### config.mk
export PLATFORM = sky130hd
export DESIGN_NAME = seg7_scanner
export DESIGN_NICKNAME = d
export VERILOG_FILES = /design/src/rtl/seg7_pkg.sv /design/src/rtl/seg7_glyph.sv /design/src/rtl/seg7_scanner.sv
export SDC_FILE = /design/constraint.sdc
export NUM_CORES = 1
export LEC_CHECK = 0
export ABC_AREA = 0
export BUFFER_PORTS_ARGS = -buffer_cell sky130_fd_sc_hd__buf_2
export CORE_MARGIN = 4
export CORE_UTILIZATION = 30
export DETAILED_ROUTE_END_ITERATION = 10
export PLACE_DENSITY = 0.46
export SETUP_SLACK_MARGIN = 0.2
export SLEW_MARGIN = 20
export SYNTH_ARGS = -nofsm -noshare
export SYNTH_HDL_FRONTEND = slang
export SYNTH_SLANG_ARGS = --single-unit
### constraint.sdc
create_clock -name clk -period 8.72 [get_ports clk]
set_clock_uncertainty 0.05 [all_clocks]
set_input_delay 1.308 -clock clk [delete_from_list [all_inputs] [get_ports clk]]
set_output_delay 1.308 -clock clk [all_outputs]
set_load 0.03 [all_outputs]
### src/rtl/seg7_pkg.sv
// Shared seven-segment constants and the hex nibble-to-glyph decoder.
// Segment order is {g,f,e,d,c,b,a}; every glyph is active-low.
package seg7_pkg;

    localparam logic [6:0] SEG_BLANK = 7'h7F;

    localparam logic [6:0] GLYPH_0 = 7'h40;
    localparam logic [6:0] GLYPH_1 = 7'h79;
    localparam logic [6:0] GLYPH_2 = 7'h24;
    localparam logic [6:0] GLYPH_3 = 7'h30;
    localparam logic [6:0] GLYPH_4 = 7'h19;
    localparam logic [6:0] GLYPH_5 = 7'h12;
    localparam logic [6:0] GLYPH_6 = 7'h02;
    localparam logic [6:0] GLYPH_7 = 7'h78;
    localparam logic [6:0] GLYPH_8 = 7'h00;
    localparam logic [6:0] GLYPH_9 = 7'h10;
    localparam logic [6:0] GLYPH_A = 7'h08;
    localparam logic [6:0] GLYPH_B = 7'h03;   // lowercase b
    localparam logic [6:0] GLYPH_C = 7'h46;
    localparam logic [6:0] GLYPH_D = 7'h21;   // lowercase d
    localparam logic [6:0] GLYPH_E = 7'h06;
    localparam logic [6:0] GLYPH_F = 7'h0E;

    function automatic logic [6:0] nibble_to_seg(input logic [3:0] nib);
        case (nib)
            4'h0:    return GLYPH_0;
            4'h1:    return GLYPH_1;
            4'h2:    return GLYPH_2;
            4'h3:    return GLYPH_3;
            4'h4:    return GLYPH_4;
            4'h5:    return GLYPH_5;
            4'h6:    return GLYPH_6;
            4'h7:    return GLYPH_7;
            4'h8:    return GLYPH_8;
            4'h9:    return GLYPH_9;
            4'hA:    return GLYPH_A;
            4'hB:    return GLYPH_B;
            4'hC:    return GLYPH_C;
            4'hD:    return GLYPH_D;
            4'hE:    return GLYPH_E;
            default: return GLYPH_F;
        endcase
    endfunction

endpackage

### src/rtl/seg7_glyph.sv
// Combinational glyph lookup for the currently scanned digit; blank forces all segments off.
module seg7_glyph
    import seg7_pkg::*;
(
    input  logic [3:0] nibble,
    input  logic       blank,
    output logic [6:0] seg
);

    always_comb begin
        seg = blank ? SEG_BLANK : nibble_to_seg(nibble);
    end

endmodule

### src/rtl/seg7_scanner.sv
// Multiplexed seven-segment scanner with PWM brightness and frame-synchronous data update.
// Optional digit blinking is compiled in with SEG7_BLINK_EN.
module seg7_scanner
    import seg7_pkg::*;
#(
    parameter int NUM_DIGITS   = 8,
    parameter int CLK_FREQ     = 100_000_000,
    parameter int REFRESH_RATE = 1000,
    parameter int PWM_BITS     = 4,
    parameter int BLINK_HZ     = 2
) (
    input  logic                    clk,
    input  logic                    rst,
    input  logic [4*NUM_DIGITS-1:0] digits,
    input  logic [NUM_DIGITS-1:0]   dp,
    input  logic [NUM_DIGITS-1:0]   blank,
    input  logic [NUM_DIGITS-1:0]   blink_mask,
    input  logic [PWM_BITS-1:0]     brightness,
    input  logic                    load,
    output logic                    load_ack,
    output logic                    frame_start,
    output logic [6:0]              seg,
    output logic                    dp_n,
    output logic [NUM_DIGITS-1:0]   an
);

    localparam int SLOT  = CLK_FREQ / (REFRESH_RATE * NUM_DIGITS);
    localparam int SUB   = SLOT / (2 ** PWM_BITS);
    localparam int SUB_W = (SUB > 1) ? $clog2(SUB) : 1;
    localparam int DIG_W = $clog2(NUM_DIGITS);

    if (SUB < 1) begin : g_bad_cfg
        $error("seg7_scanner: CLK_FREQ too low for REFRESH_RATE, NUM_DIGITS and PWM_BITS");
    end

    typedef struct packed {
        logic [NUM_DIGITS-1:0][3:0] digits;
        logic [NUM_DIGITS-1:0]      dp;
        logic [NUM_DIGITS-1:0]      blank;
    } disp_t;

    logic [SUB_W-1:0]      sub_cnt_q, sub_cnt_d;
    logic [PWM_BITS-1:0]   pwm_idx_q, pwm_idx_d;
    logic [DIG_W-1:0]      dig_idx_q, dig_idx_d;
    disp_t                 shadow_q, shadow_d, act_q, act_d;
    logic                  pending_q, pending_d, xfer_q, xfer_d;
    logic [6:0]            seg_q, seg_d, glyph_seg;
    logic                  dp_n_q, dp_n_d, frame_start_q, frame_start_d, load_ack_q, load_ack_d;
    logic [NUM_DIGITS-1:0] an_q, an_d;
    logic                  wrap, blank_eff, blink_off;

    assign wrap = (sub_cnt_q == SUB_W'(SUB - 1)) && (&pwm_idx_q)
               && (dig_idx_q == DIG_W'(NUM_DIGITS - 1));

    always_comb begin
        sub_cnt_d = sub_cnt_q + 1'b1;
        pwm_idx_d = pwm_idx_q;
        dig_idx_d = dig_idx_q;
        if (sub_cnt_q == SUB_W'(SUB - 1)) begin
            sub_cnt_d = '0;
            pwm_idx_d = pwm_idx_q + 1'b1;
            if (&pwm_idx_q)
                dig_idx_d = (dig_idx_q == DIG_W'(NUM_DIGITS - 1)) ? '0 : dig_idx_q + 1'b1;
        end
    end

    // Active data only moves at the frame boundary; a load on that same cycle stays pending.
    always_comb begin
        shadow_d  = shadow_q;
        pending_d = pending_q;
        act_d     = act_q;
        xfer_d    = wrap && pending_q;
        if (xfer_d)
            act_d = shadow_q;
        if (load) begin
            shadow_d.digits = digits;
            shadow_d.dp     = dp;
            shadow_d.blank  = blank;
            pending_d       = 1'b1;
        end else if (wrap) begin
            pending_d = 1'b0;
        end
    end

`ifdef SEG7_BLINK_EN
    localparam int BLINK_DIV = CLK_FREQ / (2 * BLINK_HZ);
    localparam int BLK_W     = (BLINK_DIV > 1) ? $clog2(BLINK_DIV) : 1;

    logic [BLK_W-1:0]      blink_cnt_q, blink_cnt_d;
    logic                  phase_q, phase_d;
    logic [NUM_DIGITS-1:0] mask_sh_q, mask_sh_d, mask_act_q, mask_act_d;

    always_comb begin
        blink_cnt_d = blink_cnt_q + 1'b1;
        phase_d     = phase_q;
        if (blink_cnt_q == BLK_W'(BLINK_DIV - 1)) begin
            blink_cnt_d = '0;
            phase_d     = ~phase_q;
        end
        mask_sh_d  = load ? blink_mask : mask_sh_q;
        mask_act_d = xfer_d ? mask_sh_q : mask_act_q;
    end

    always_ff @(posedge clk or posedge rst) begin
        if (rst) begin
            blink_cnt_q <= '0;
            phase_q     <= 1'b1;
            mask_sh_q   <= '0;
            mask_act_q  <= '0;
        end else begin
            blink_cnt_q <= blink_cnt_d;
            phase_q     <= phase_d;
            mask_sh_q   <= mask_sh_d;
            mask_act_q  <= mask_act_d;
        end
    end

    assign blink_off = mask_act_q[dig_idx_q] & ~phase_q;
`else
    localparam int blink_hz_unused = BLINK_HZ;
    logic blink_mask_unused;
    assign blink_mask_unused = ^blink_mask;
    assign blink_off         = 1'b0;
`endif

    assign blank_eff = act_q.blank[dig_idx_q] | blink_off;

    seg7_glyph u_glyph (
        .nibble (act_q.digits[dig_idx_q]),
        .blank  (blank_eff),
        .seg    (glyph_seg)
    );

    always_comb begin
        seg_d  = glyph_seg;
        dp_n_d = ~(act_q.dp[dig_idx_q] & ~blank_eff);
        an_d   = '1;
        // The top PWM subslot never lights, leaving a dead gap between digits.
        if (pwm_idx_q < brightness)
            an_d[dig_idx_q] = 1'b0;
        frame_start_d = (sub_cnt_q == '0) && (pwm_idx_q == '0) && (dig_idx_q == '0);
        load_ack_d    = xfer_q;
    end

    always_ff @(posedge clk or posedge rst) begin
        if (rst) begin
            sub_cnt_q       <= '0;
            pwm_idx_q       <= '0;
            dig_idx_q       <= '0;
            shadow_q        <= '0;
            pending_q       <= 1'b0;
            xfer_q          <= 1'b0;
            act_q.digits    <= '0;
            act_q.dp        <= '0;
            act_q.blank     <= '1;
            seg_q           <= SEG_BLANK;
            dp_n_q          <= 1'b1;
            an_q            <= '1;
            frame_start_q   <= 1'b0;
            load_ack_q      <= 1'b0;
        end else begin
            sub_cnt_q       <= sub_cnt_d;
            pwm_idx_q       <= pwm_idx_d;
            dig_idx_q       <= dig_idx_d;
            shadow_q        <= shadow_d;
            pending_q       <= pending_d;
            xfer_q          <= xfer_d;
            act_q           <= act_d;
            seg_q           <= seg_d;
            dp_n_q          <= dp_n_d;
            an_q            <= an_d;
            frame_start_q   <= frame_start_d;
            load_ack_q      <= load_ack_d;
        end
    end

    assign seg         = seg_q;
    assign dp_n        = dp_n_q;
    assign an          = an_q;
    assign frame_start = frame_start_q;
    assign load_ack    = load_ack_q;

endmodule

==> summary.md <==
| Metric | Value |
|---|---|
| Status | `finished, final reports clean` |
| Critical path class | `reg2reg` |
| Mapped cell area | `approximately 5800 µm²` |
| CP endpoint kind | `flop` |
| Root buffer cell | `clkbuf_16` |
| Unrepaired setup endpoints after global routing | `false` |
| Final min period | `3.55 ns` |
| WP buf/inv | `2` |
| RePlAce Congestion | `0.744` |
| Routed WL | `11700 µm` |
| Clock Path Buffers | `2` |
| Initial DRC Count | `121` |
| Die height | `147 µm` |
| H-tree depth | `4` |
| Hold Slack | `0.296 ns` |
| Post-DP Area | `6400 µm²` |
| Sequential cell area fraction in the yosys report | `0.579` |
| Cts bufs inserted | `17` |
| Largest stage delay on the critical path | `0.65 ns` |
| DR top layer | `met4` |
| WL met2 | `approximately 5800 µm` |
| RR Endpoint | `act_q[39]` |
| Vias per cell | `4.48` |
| Synth top area cells | `dfrtp_1 47%, mux2_2 17%, dfstp_2 11%` |
| P per Cell Area | `208 nW/µm²` |
| Multi-input gate area | `2260 µm²` |
| Max_cap viols | `0` |
| Synthesized net count | `493` |
| Worst slew pin tran | `0.781 ns` |
| Num rows | `50` |
| Element type at the critical path start | `flop` |
| FF-to-FF setup slack | `around 5.2 ns` |
| Yosys warning count | `0` |
| Peak supply drop | `128 µV` |
| Worst r2r path cells | `8` |
| Worst setup path endpoint | `act_q[39]` |
| Die area | `~22000 µm²` |
| Clock Latency Late Sink | `between 0.4 and 0.5 ns` |
| Final critical-path share of the clock period | `0.407` |
| Antenna viol nets, final | `0` |
| Setup Viol. Count Final | `0` |
| Remaining Overflow, GRT | `0` |
| CP Cell Sequence | `inv_1 > ha_1 > or4b_4 > nor3_2 > and4_1 > and3_2 > buf_4 > mux2_2` |
| Critical Path Source | `sub_cnt_q[0]` |
| Port Buffer Count | `72` |
| Min-delay worst type | `reg2reg` |
| Commonest non-fill, non-tap cells in the layout | `109 x dfrtp_1, 90 x mux2_2, 72 x buf_2` |
| Stages on worst setup path | `8` |
| Number of setup buffers added after CTS | `0` |
| Main flop type after synthesis | `dfrtp_1` |
| Crit path DAT | `3.79 ns` |
| ANT cells | `0` |
| Post-route cell area | `7040 µm²` |
| Final net count | `about 570` |
| Leak pwr | `3.18 nW` |
| Via count | `3417` |
| Largest net degree at the start of global routing | `87` |
| Clock sink count | `133` |
| Post-synth top area cell | `dfrtp_1` |
| CP max stage cell | `nor3_2` |
| Setup TNS | `0 ns` |
| Post-Syn Instances | `414` |
| DRT Pass-1 Iters | `4` |
| HPWL Detailed | `8000 µm` |
| Share of the synthesized area in the top cell type | `0.470` |
| All-layer global routing usage | `0.117` |
| WP data required | `8.96 ns` |
| Synth unique cells | `43` |
| Met3 routed WL | `about 400 µm` |
| Core area | `between 15000 and 20000 µm²` |
| Worst-path clk slew | `approximately 0.060 ns` |
| Commonest non-fill, non-tap cell in the layout | `dfrtp_1` |
| Fraction of layout instances using a drive strength above 1 | `0.482` |
| Initial Util | `0.308` |
| Max-slew headroom | `0.477` |
| Antenna violations before repair | `0` |
| # IOs | `81` |
| Final hold violations | `0` |
| Area Growth Syn to Fin | `21.4%` |
| CTS tree | `done` |
| Drt drc | `0` |
| Worst-path fanout max | `49` |
| Post-Route M1 WL | `5400 µm` |
| Top delay family on crit path | `simple AND/OR/NAND/NOR gates` |
| Fmax | `0.282 GHz` |
| DR WL/cell | `15.4 µm` |
| Critical R2R Launch | `sub_cnt_q[0]` |
| First-pass GRT wire length | `19900 µm` |
| Post-CTS Hold Fix Bufs | `0` |
| Storage element area | `3360 µm²` |
| Horiz. Die Dim | `147 µm` |
| Slew Viols, Final | `0` |
| Post-synth EDFFs | `0` |
| Vias in the first global route | `3876` |
| Fill count | `1831` |
| #FFs+latches synth | `133` |
| Syn_area_per_cell | `14.0 µm²` |
| Synth async-reset ratio | `1.00` |
| Post_cts resized | `0` |
==> per-layer routing <==
metal / vias up / GRT usage
li1: 1618 / -
met1: 1733 / 0.148
met2: 54 / 0.191
met3: 12 / 0.0312
met4: 0 / 0.0447
met5: - / 0
==> cell usage after synthesis (3+ instances only) <==
cell / n
ha_1: 16
mux2_2: 90
nor3_1: 3
a211oi_1: 3
mux4_2: 7
inv_1: 15
xnor2_1: 8
buf_1: 6
nand2_1: 22
nand4_1: 3
o221ai_1: 4
a21o_1: 3
a21oi_1: 4
mux2i_1: 11
o21ai_0: 11
clkbuf_1: 7
mux2_4: 9
and3_1: 3
buf_4: 5
nand3_1: 9
dfstp_2: 24
dfrtp_1: 109
nor2_1: 16
==> power by group <==
| group | internal, mW | switching [mW] | leakage, nW | total (mW) |
|---|---|---|---|---|
| registers | 0.641 | 0.0121 | 1.64 | 0.653 |
| clock network | 0.497 | 0.260 | 0.303 | 0.756 |
| logic | 0.0298 | 0.0263 | 1.24 | 0.0561 |
==> through the flow <==
stage,power [mW],worst slack [ns],instances,utilization
after floorplan,0.695,3.85,414,-
after global placement,0.720,5.21,730,0.340
after detailed placement,0.722,5.11,730,0.340
after CTS,1.49,5.10,762,0.374
after global routing,1.52,4.90,762,0.374
final,1.47,5.17,762,0.374
==> worst reg2reg max path: stages, from the launching register on <==
cell and delay (ns):
dfrtp_1 0.40, inv_1 0.07, ha_1 0.14, or4b_4 0.47, nor3_2 0.65, and4_1 0.45
and3_2 0.22, buf_4 0.55, mux2_2 0.44
==> state kept, by name, summed over array words and instances, names as in the netlist <==
name         count
dig_idx_q        3
load_ack         1
pwm_idx_q        4
load_ack_d       1
an               8
seg              7
act_q           48
sub_cnt_q       10
pending_q        1
shadow_q        48
dp_n             1
frame_start      1
==> logic make-up after synthesis <==
logic type                 Yosys count  share of synthesized area
buffers and inverters               36                     0.0315
xor gates and xnor gates            10                     0.0151
AOI/OAI and AO/OA                   32                     0.0365
DFF                                133                      0.579
and+or+nand+nor                     70                     0.0593
muxes                              117                      0.244
adders and majority gates           16                     0.0345
==> layout make-up <==
type / instances / share of cell area
Sequential cell: 133 / 0.477
Multi-Input combinational cell: 245 / 0.322
Clock buffer: 26 / 0.0737
Timing Repair Buffer: 77 / 0.0570
Tap cell: 260 / 0.0462
Clock inverter: 6 / 0.0162
Inverter: 15 / 0.00835
==> how the worst min path moves through the flow <==
| stage | startpoint | to | slack (ns) | cells after the start |
|---|---|---|---|---|
| floorplan | load_ack_d | load_ack | 0.28 | 0 |
| CTS | load_ack_d | load_ack | 0.30 | 0 |
| detailed placement | load_ack_d | load_ack | 0.29 | 0 |
| finish | load_ack_d | load_ack | 0.30 | 0 |
| global placement | load_ack_d | load_ack | 0.29 | 0 |
| global route | load_ack_d | load_ack | 0.30 | 0 |
Note: power is estimated with default switching activity, not from simulation.
